[src/rtl/stream_source.sv]
// stream_source: forward-stream transmit endpoint that stamps host beats with
// stream/chunk identifiers and obeys PAUSE/RESUME/CREDIT instructions.
module stream_source #(
    parameter int DATA_WIDTH = 512,
    parameter int STREAM_ID_NUM = 16,
    parameter int CHUNK_ID_NUM = 32,
    parameter int CHANNEL_ID_NUM = 1024,
    parameter int STATE_WIDTH = 32,
    parameter int INSTRUCTION_WIDTH = 2,
    parameter int INSTRUCTION_PARAMETER_WIDTH = 16,
    parameter int INIT_CREDITS = 16,
    localparam int STREAM_ID_WIDTH = $clog2(STREAM_ID_NUM),
    localparam int CHUNK_ID_WIDTH = $clog2(CHUNK_ID_NUM),
    localparam int CHANNEL_ID_WIDTH = $clog2(CHANNEL_ID_NUM),
    localparam int IPW = INSTRUCTION_PARAMETER_WIDTH
) (
    input  logic                         clk,
    input  logic                         rstnIn,
    input  logic [STREAM_ID_WIDTH-1:0]   cfgStreamID,
    input  logic                         hostIn_Valid,
    output logic                         hostIn_Ready,
    input  logic [DATA_WIDTH-1:0]        hostIn_Data,
    input  logic                         hostIn_Last,
    input  logic [CHANNEL_ID_WIDTH-1:0]  hostIn_ChannelID,
    input  logic [STATE_WIDTH-1:0]       hostIn_State,
    output logic [DATA_WIDTH-1:0]        front_Data,
    output logic                         front_Last,
    output logic [CHANNEL_ID_WIDTH-1:0]  front_ChannelID,
    output logic [STATE_WIDTH-1:0]       front_State,
    output logic [1:0]                   front_Type,
    output logic [STREAM_ID_WIDTH-1:0]   front_StreamID,
    output logic [CHUNK_ID_WIDTH-1:0]    front_ChunkID,
    input  logic [INSTRUCTION_WIDTH-1:0] front_InstructionType,
    input  logic [STREAM_ID_WIDTH-1:0]   front_InstructionStreamID,
    input  logic [CHANNEL_ID_WIDTH-1:0]  front_InstructionChannelID,
    input  logic [IPW-1:0]               front_InstructionParameter,
    output logic                         stat_Paused,
    output logic [IPW-1:0]               stat_Credits,
    output logic                         stat_Oversize
);
    localparam logic [1:0] IDLE = 2'd0, PKT = 2'd1, PAUSE_PEND = 2'd2, PAUSED = 2'd3;

    logic [1:0] state, nextState;
    logic [CHUNK_ID_WIDTH-1:0] chunk;
    logic [IPW-1:0] credits;
    logic [IPW:0] creditSum;
    logic accept, forced, effLast, matched, pause, resume, credit;
    logic unusedChannel;

    assign unusedChannel = ^front_InstructionChannelID;
    assign hostIn_Ready = (state != PAUSED) && (credits != '0);
    assign accept = hostIn_Valid && hostIn_Ready;
    assign forced = accept && !hostIn_Last && (chunk == CHUNK_ID_WIDTH'(CHUNK_ID_NUM - 1));
    assign effLast = hostIn_Last || forced;
    assign matched = (front_InstructionType != '0) && (front_InstructionStreamID == cfgStreamID);
    assign pause = matched && front_InstructionType == INSTRUCTION_WIDTH'(1);
    assign resume = matched && front_InstructionType == INSTRUCTION_WIDTH'(2);
    assign credit = matched && front_InstructionType == INSTRUCTION_WIDTH'(3);
    // Accept only happens with credits != 0, so the subtraction never wraps.
    assign creditSum = {1'b0, credits} - (IPW + 1)'(accept) + (credit ? {1'b0, front_InstructionParameter} : '0);
    assign stat_Paused = state == PAUSED;
    assign stat_Credits = credits;

    always_comb begin
        nextState = state;
        case (state)
            IDLE:       nextState = (accept && !effLast) ? (pause ? PAUSE_PEND : PKT) : (pause ? PAUSED : IDLE);
            PKT:        nextState = (accept && effLast) ? (pause ? PAUSED : IDLE) : (pause ? PAUSE_PEND : PKT);
            PAUSE_PEND: nextState = (accept && effLast) ? (resume ? IDLE : PAUSED) : (resume ? PKT : PAUSE_PEND);
            default:    nextState = resume ? IDLE : PAUSED;
        endcase
    end

    always_ff @(posedge clk or negedge rstnIn) begin
        if (!rstnIn) begin
            state <= IDLE;
            chunk <= '0;
            credits <= IPW'(INIT_CREDITS);
            front_Data <= '0;
            front_Last <= 1'b0;
            front_ChannelID <= '0;
            front_State <= '0;
            front_Type <= 2'd0;
            front_StreamID <= '0;
            front_ChunkID <= '0;
            stat_Oversize <= 1'b0;
        end else begin
            state <= nextState;
            credits <= creditSum[IPW] ? '1 : creditSum[IPW-1:0];
            front_Type <= accept ? 2'd1 : 2'd0;
            stat_Oversize <= forced;
            if (accept) begin
                chunk <= effLast ? '0 : chunk + 1'b1;
                front_Data <= hostIn_Data;
                front_Last <= effLast;
                front_ChannelID <= hostIn_ChannelID;
                front_State <= hostIn_State;
                front_StreamID <= cfgStreamID;
                front_ChunkID <= chunk;
            end
        end
    end
endmodule

[config.mk]
export PLATFORM = sky130hd
export DESIGN_NAME = stream_source
export DESIGN_NICKNAME = d
export VERILOG_FILES = /design/src/rtl/stream_source.sv
export SDC_FILE = /design/constraint.sdc
export NUM_CORES = 1
export LEC_CHECK = 0
export BUFFER_PORTS_ARGS = -buffer_cell sky130_fd_sc_hd__buf_2
export CORE_AREA = 2 2 456 458
export CTS_BUF_LIST = sky130_fd_sc_hd__clkbuf_4 sky130_fd_sc_hd__clkbuf_8
export CTS_CLUSTER_SIZE = 24
export DETAILED_ROUTE_END_ITERATION = 12
export DIE_AREA = 0 0 458 460
export PLACE_DENSITY_LB_ADDON = 0.15
export SKIP_LAST_GASP = 1
export SYNTH_ARGS = -nofsm -noshare
export SYNTH_HDL_FRONTEND = slang
export SYNTH_SLANG_ARGS = --single-unit
export TNS_END_PERCENT = 50
[constraint.sdc]
create_clock -name clk -period 4.6 [get_ports clk]
set_input_delay 0.46 -clock clk [delete_from_list [all_inputs] [get_ports clk]]
set_output_delay 0.46 -clock clk [all_outputs]
set_load 0.05 [all_outputs]
Yosys cells after proc, flatten, opt, wreduce, memory -nomap -nowiden
Index checks and enable logic that the tools add are counted.
- register bits: 589
- logic and storage cells: 51
- add/subtract/negate cells: 3
- equal/unequal tests: 9
- multiplexer cells: 12
- reductions and logical operators: 16
- operators with widths (cell ; number):
    $mux 16 ; 2
    $add 17x16->17 ; 1
    $sub 16x1->17 ; 1
    $reduce_bool 16->1 ; 1
    $mux 2 ; 7
    $logic_and 1x1->1 ; 10
    $eq 2x2->1 const B ; 4
    $pmux 2 s3 ; 1
    $add 5x1->5 const B ; 1
    $eq 5x5->1 const B ; 1
    $mux 5 ; 1
    $eq 2x1->1 const B ; 2
    $eq 4x4->1 ; 1
    $logic_not 1->1 ; 2
    $logic_not 2->1 ; 1
    $ne 2x2->1 const B ; 1
    $reduce_bool 2->1 ; 1
    $logic_or 1x1->1 ; 1
    $mux 1 ; 1

Depth between registers and ports, before layout
Gate-level depths: netlist of run 1.
- depth after elaboration: 10
- gate-level depth with buffers: 17
- depth with buffers taken out: 14

Least setup slack after synthesis of run 1
OpenSTA, ideal clock, no wires.
- path kind: input port to flip-flop
- start point: input port cfgStreamID[2]
- end point: register credits[9] (netlist: stat_Credits[9])
- setup time: 0.120 ns
- arrival: 3.832 ns
- required time: 4.480 ns
- setup slack: 0.649 ns
- stages: 16
- buffers on the path: 2
- path through: xnor2_1 > nand4_1 > nor3_1 > clkbuf_1 > nand2_1 > ha_1 > inv_1 > ha_1 > fa_1 > a211oi_2 > o21ai_1 > a211oi_4 > o21ai_2 > xnor2_2 > buf_6 > nand2_2
- cells in the longest elaborated chain, start to end: 6
- ends and longest elaborated chain (element ; RTL line ; source):
    start: declaration ; 19 ; input logic [STREAM_ID_WIDTH-1:0] cfgStreamID,
    $eq 4x4->1 ; 55 ; assign matched = (front_InstructionType != '0) && (front_InstructionStreamID == cfgStreamID);
    $logic_and 1x1->1 ; 55 ;
    $logic_and 1x1->1 ; 58 ; assign credit = matched && front_InstructionType == INSTRUCTION_WIDTH'(3);
    $mux 16 ; 60 ; assign creditSum = {1'b0, credits} - (IPW + 1)'(accept) + (credit ? {1'b0, front_InstructionParameter} : '0);
    $add 17x16->17 ; 60 ;
    $mux 16 ; 89 ; credits <= creditSum[IPW] ? '1 : creditSum[IPW-1:0];
    end signal: assignment ; 78 ; credits <= IPW'(INIT_CREDITS);
    end signal: assignment ; 89 ;
    end: declaration ; 45 ; logic [IPW-1:0] credits;
Every way passes these cells.
A chain may end at the register's enable or synchronous reset.

Worst setup path in the final report of run 1
- start point: input port cfgStreamID[3]
- end point: register credits[15] (netlist: stat_Credits[15])
The elaborated chain is that of the path after synthesis.

==> flow_summary.yaml, run 1 <==
route:
  post_drt_wl_per_cell_um: 19.4
  drc: 0
  detail_route.iter0.violations: 1195
  postRouteAntennaNets: 0
  vias: 24460
  wirelength_mm: 141
  first_pass_iters: 7
  via_per_inst: 3.36
clock_tree:
  clk_pin_slew_ns: 0.05
  cts_tree: "built"
  cts_buffer_depth: 3
  cts_resized: 0
  cts-root-buf: "clkbuf_8"
  htreeDepth: 4
  cts_hold_buf: 562
  cts_buffers: 136
  clk_latency_ns: 0.89
  clock-sinks: 589
  postCtsSetupBuffers: 0
placed_design:
  placed_area_sq_um: 32500
  gp_congestion: 0.812
  placed_cells: 6461
  post-place-ws_ns: -0.292
  numPortBuffers: 1167
  hpwl_mm: 108
setup_path:
  slowest_stage: "dlygate4sd3_1"
  cp.depth: 19
  crit_chain: "dlygate4sd3_1 -> buf_2 -> xnor2_1 -> buf_4 -> nand4_1 -> buf_4 -> nor3_2 -> nand2_1 -> ha_1 -> inv_1 -> ha_1 -> fa_1 -> a211oi_2 -> o21ai_1 -> a211oi_4 -> o21ai_2 -> xnor2_2 -> buf_12 -> o21ai_1"
  end_kind: "flip-flop"
  critPathTopFamily: "buffers and inverters"
  cp-start-kind: "input port"
  crit_fanout: 15
  required_ns: 5.34
  crit_buf_inv: 6
  critPathMaxStageDelay_ns: 0.53
  crit_type: "in -> reg"
  cp.arrival_ns: 5.17
  ff2ff_path_depth: 15
floorplan:
  num_rows: 167
  die-area_sq_um: 211000
  initial_core_util_pct: 11.3
  dieWidth_um: 458
  fp.coreArea_sq_um: 206000
  ioPinCount: 1179
  die_h_um: 460
min_path:
  min_path_type: "in -> reg"
  holdPathStages: 5
global_route:
  grt_pass1_wl_mm: 196
  antenna_found_initial: 75
  grt_pass1_vias: 25626
  track_usage_pct: 13.0
  grt_overflow: 0
  grt_max_degree: 173
synthesis:
  synth-seq-area-share_pct: 63.3
  yosysTopAreaCellShare_pct: 63.2
  synth_edf_count: 0
  ys_types: 49
  syn_nets: 3288
  ys_seq_elements: 589
  ys.flop_type: "dfrtp_1"
  yosysWarnings: 0
  synth.largest_area_cell: "dfrtp_1"
  syn_avg_cell_area_sq_um: 8.75
  yosys-top-cells-area: "dfrtp_1 (63%), nand2_1 (28%), ha_1 (1.8%)"
  synthArstFlopShare_pct: 100
  netlist_instances: 2659
  netlist_area_sq_um: 23300
cells_and_area:
  area_growth_pct: 75.8
  nNetsFinal: 5086
  final_util_pct: 19.9
  postLayoutCellArea_sq_um: 40900
  final_cell_mix: "nand2_1 (1729), buf_2 (1166), dfrtp_1 (588)"
  final_common_cell: "nand2_1"
  final_cells: 7272
  layout-drive-gt1-share_pct: 32.5
  fillers: 23381
timing:
  fmax_ghz: 0.226
  worstMarginPinSlew_ns: 1.30
  fin_crit_sh_pct: 96.3
  finalClockSkew_ns: 0.0640
  final_hold_viol_count: 0
  fin_ws_ns: 0.170
  slew_headroom_pct: 13.5
  slew_violations: 0
  period_needed_ns: 4.43
  finalSetupViolCount: 0
  rsz0062_at_grt: "no"
power:
  vdd_drop_max_uv: 437
  p_total_mw: 34.0
  leakage_nw: 21.9
  p_per_area_nw_per_um2: 831
outcome:
  outcome: "finished, final reports clean"
run:
  cap_violations: 0
per-stage QoR:
stage               TNS, ns  hold slack [ns]
global route              0           0.0858
floorplan                 0            0.164
detailed placement    -4.14            0.456
CTS                       0          0.00305
finish                    0            0.165
global placement      -4.49            0.452
worst paths after layout:
check                      slack, ns                to                     start
hold reg to reg                 0.46   front_Data[437]           front_Data[437]
hold / removal                  0.16          state[0]  front_InstructionType[0]
setup / recovery                0.17  stat_Credits[15]            cfgStreamID[3]
setup reg to reg                0.79  stat_Credits[15]           stat_Credits[5]
min in group asynchronous       0.26   front_Data[455]                    rstnIn
max in group asynchronous       3.16   front_Data[242]                    rstnIn
per-layer routing:
metal / GRT usage (%) / routed length (um) / part of all wire [%] / vias to the layer above
li1: - / - / - / 11737
met1: 15.8 / 59300 / 42 / 11384
met2: 20.2 / 62400 / 44 / 1000
met3: 5.76 / 14100 / 10 / 267
met4: 5.00 / 5040 / 3.6 / 72
met5: 0 / 465 / 0.33 / -
worst min-delay path, cell delays in order:
cell,delay (ns)
buf_2,0.11
inv_1,0.07
nand2_1,0.11
o32a_1,0.15
o311ai_1,0.08
logic make-up after synthesis:
logic type / Yosys count / synth area share [%]
AO/OA/AOI/OAI: 57 / 1.66
XOR/XNOR: 16 / 0.634
adder cells (fa/ha/maj): 35 / 1.91
buffers and inverters: 183 / 3.37
flip-flops: 589 / 63.3
other: 1 / 0.0161
AND/OR/NAND/NOR: 1778 / 29.1
registers in the layout, summed over array words and instances, names as in the netlist:
signal           count
state                2
stat_Credits        16
front_Last           1
front_State         32
chunk                5
stat_Oversize        1
front_ChannelID     10
front_Type           1
front_ChunkID        5
front_StreamID       4
front_Data         512
cells in the mapped netlist, types with 4 or more instances:
master / n
a21o_1: 4
clkbuf_1: 59
dfrtp_1: 588
ha_1: 34
xnor2_1: 11
buf_2: 68
nor4_1: 4
o21ai_1: 5
inv_1: 52
a21oi_1: 12
o21ai_0: 13
nand2_1: 1729
xor2_1: 4
nand3_1: 6
nand2_2: 10
nor2_1: 12
layout make-up:
cell class	count	area, sq um	area share, %
sequential	589	14700	36.0
antenna	24	60.1	0.147
clock inverter	32	309	0.755
multi-input combinational	1887	7770	19.0
timing repair buffer	1790	12100	29.5
clock buffer	193	2400	5.86
tap	2704	3380	8.27
inverter	53	206	0.504
power by group:
part | switching (mW) | internal (mW)
registers | 1.35 | 7.63
clock network | 2.82 | 3.48
logic | 14.7 | 4.08
total | 18.8 | 15.2
(Power assumes the default switching activity.)
==> inputs of run 2 (changes only) <==
CORE_AREA = 4 4 458 460   (was 2 2 456 458)
DIE_AREA = 0 0 462 464   (was 0 0 458 460)
==> flow_summary.yaml, run 2 (synthesized netlist as in run 1, its figures left out) <==
route:
  post_drt_wl_per_cell_um: 19.3
  wirelength_mm: 141
  met1_length_mm: 58.9
  postRouteAntennaNets: 0
  wl_met3_mm: 12.7
  drc: 0
  detail_route.iter0.violations: 999
  wl_met2_mm: 65.2
  vias: 24466
  first_pass_iters: 5
  via_per_inst: 3.36
  top_layer: "met5"
placed_design:
  gp_congestion: 0.827
  post-place-ws_ns: -0.279
  numPortBuffers: 1167
  hpwl_mm: 108
  placed_cells: 6472
global_route:
  grt_overflow: 0
  grt_pass1_vias: 26104
  grt_max_degree: 166
  track_usage_pct: 12.7
  antenna_found_initial: 79
  grt_pass1_wl_mm: 197
timing:
  slew_headroom_pct: 26.7
  fin_crit_sh_pct: 95.6
  finalSetupViolCount: 0
  slew_violations: 0
  fin_ws_ns: 0.202
  finalClockSkew_ns: 0.0522
  fmax_ghz: 0.227
  worstMarginPinSlew_ns: 1.10
  rsz0062_at_grt: "no"
  final_hold_viol_count: 0
  whs_ns: 0.214
  period_needed_ns: 4.40
outcome:
  outcome: "finished, final reports clean"
cells_and_area:
  layout-drive-gt1-share_pct: 32.6
  area_growth_pct: 76.7
  final_common_cell: "nand2_1"
  fillers: 23136
  final_cells: 7287
  final_cell_mix: "nand2_1 (1729), buf_2 (1166), dfrtp_1 (588)"
  largest_reg_flops: 512
  top_register: "front_Data"
  nNetsFinal: 5095
min_path:
  min_path_type: "in -> reg"
floorplan:
  num_rows: 167
  die-area_sq_um: 214000
  dieWidth_um: 462
  die_h_um: 464
  ioPinCount: 1179
  initial_core_util_pct: 11.3
  fp.coreArea_sq_um: 206000
power:
  leakage_nw: 22.0
  p_per_area_nw_per_um2: 833
  vdd_drop_max_uv: 336
clock_tree:
  htreeDepth: 4
  cts_resized: 0
  cts_buffers: 134
  cts_hold_buf: 562
  cts_tree: "built"
  postCtsSetupBuffers: 0
  cts-root-buf: "clkbuf_8"
  clk_latency_ns: 0.87
  cts_buffer_depth: 3
  clock-sinks: 589
  clk_pin_slew_ns: 0.06
setup_path:
  crit_fanout: 16
  required_ns: 5.30
  end_kind: "flip-flop"
  cp.arrival_ns: 5.10
  cp-start-kind: "input port"
  rrSetupSlack_ns: 0.77
  crit_type: "in -> reg"
run:
  cap_violations: 0
==> run 2: changes by cell type in the layout (fill, tap and decap cells not counted) <==
| cell | before | now |
|---|---|---|
| inv_12 | 2 | 3 |
| buf_4 | 51 | 62 |
| clkinv_2 | 17 | 7 |
| inv_6 | 2 | 4 |
| inv_8 | 4 | 2 |
| diode_2 | 24 | 33 |
| clkbuf_8 | 152 | 149 |
| clkbuf_4 | 41 | 43 |
| bufinv_16 | 2 | 7 |
==> run 2: metrics by stage <==
step / utilization (%) / TNS, ns / instance area, sq um / power (mW)
after floorplan: - / 0 / 23300 / 21.3
after global placement: 15.8 / -3.47 / 32600 / 27.8
after detailed placement: 15.8 / -3.92 / 32600 / 27.8
after CTS: 19.9 / 0 / 41000 / 35.2
after global routing: 19.9 / 0 / 41100 / 36.5
final: 20.0 / 0 / 41100 / 34.3
==> run 2: per-layer routing <==
layer,vias to the layer above,GRT usage (%)
li1,11747,-
met1,11468,15.2
met2,928,20.9
met3,255,5.07
met4,68,3.47
met5,-,0
==> run 2: where the power goes <==
group          internal [mW]  switching, mW  total [mW]
Clock                   3.72           2.83        6.55
Sequential              7.63           1.38        9.00
Combinational           4.14           14.6        18.7
Total                   15.5           18.8        34.3
==> run 2: cell type report <==
type                       count  area (sq um)  share of cell area, %
timing repair buffer        1801         12100                   29.5
clock inverter                28           420                   1.02
multi-input combinational   1887          7770                   18.9
sequential                   589         14700                   35.8
inverter                      53           206                  0.502
clock buffer                 192          2370                   5.77
antenna                       33          82.6                  0.201
tap                         2704          3380                   8.23
==> run 2: final timing paths <==
| path | start | end | depth (start not counted) |
|---|---|---|---|
| worst max-delay path | cfgStreamID[3] | stat_Credits[15] | 20 |
| worst min-delay path | front_InstructionType[0] | state[0] | 5 |
| worst max register to register | stat_Credits[14] | stat_Credits[15] | 15 |
| worst min register to register | front_Data[359] | front_Data[359] | 2 |
| max in group asynchronous | rstnIn | front_Data[71] | 3 |
| min in group asynchronous | rstnIn | front_Data[346] | 2 |
==> run 2: critical path, stage by stage <==
cell,delay (ns)
dlygate4sd3_1,0.53
buf_2,0.14
xnor2_1,0.35
buf_4,0.27
nand4_1,0.34
buf_4,0.28
nor3_2,0.12
buf_4,0.18
nand2_1,0.08
ha_1,0.27
inv_1,0.04
ha_1,0.20
fa_1,0.42
a211oi_2,0.29
o21ai_1,0.19
a211oi_4,0.33
o21ai_2,0.13
xnor2_2,0.18
buf_12,0.19
o21ai_1,0.08
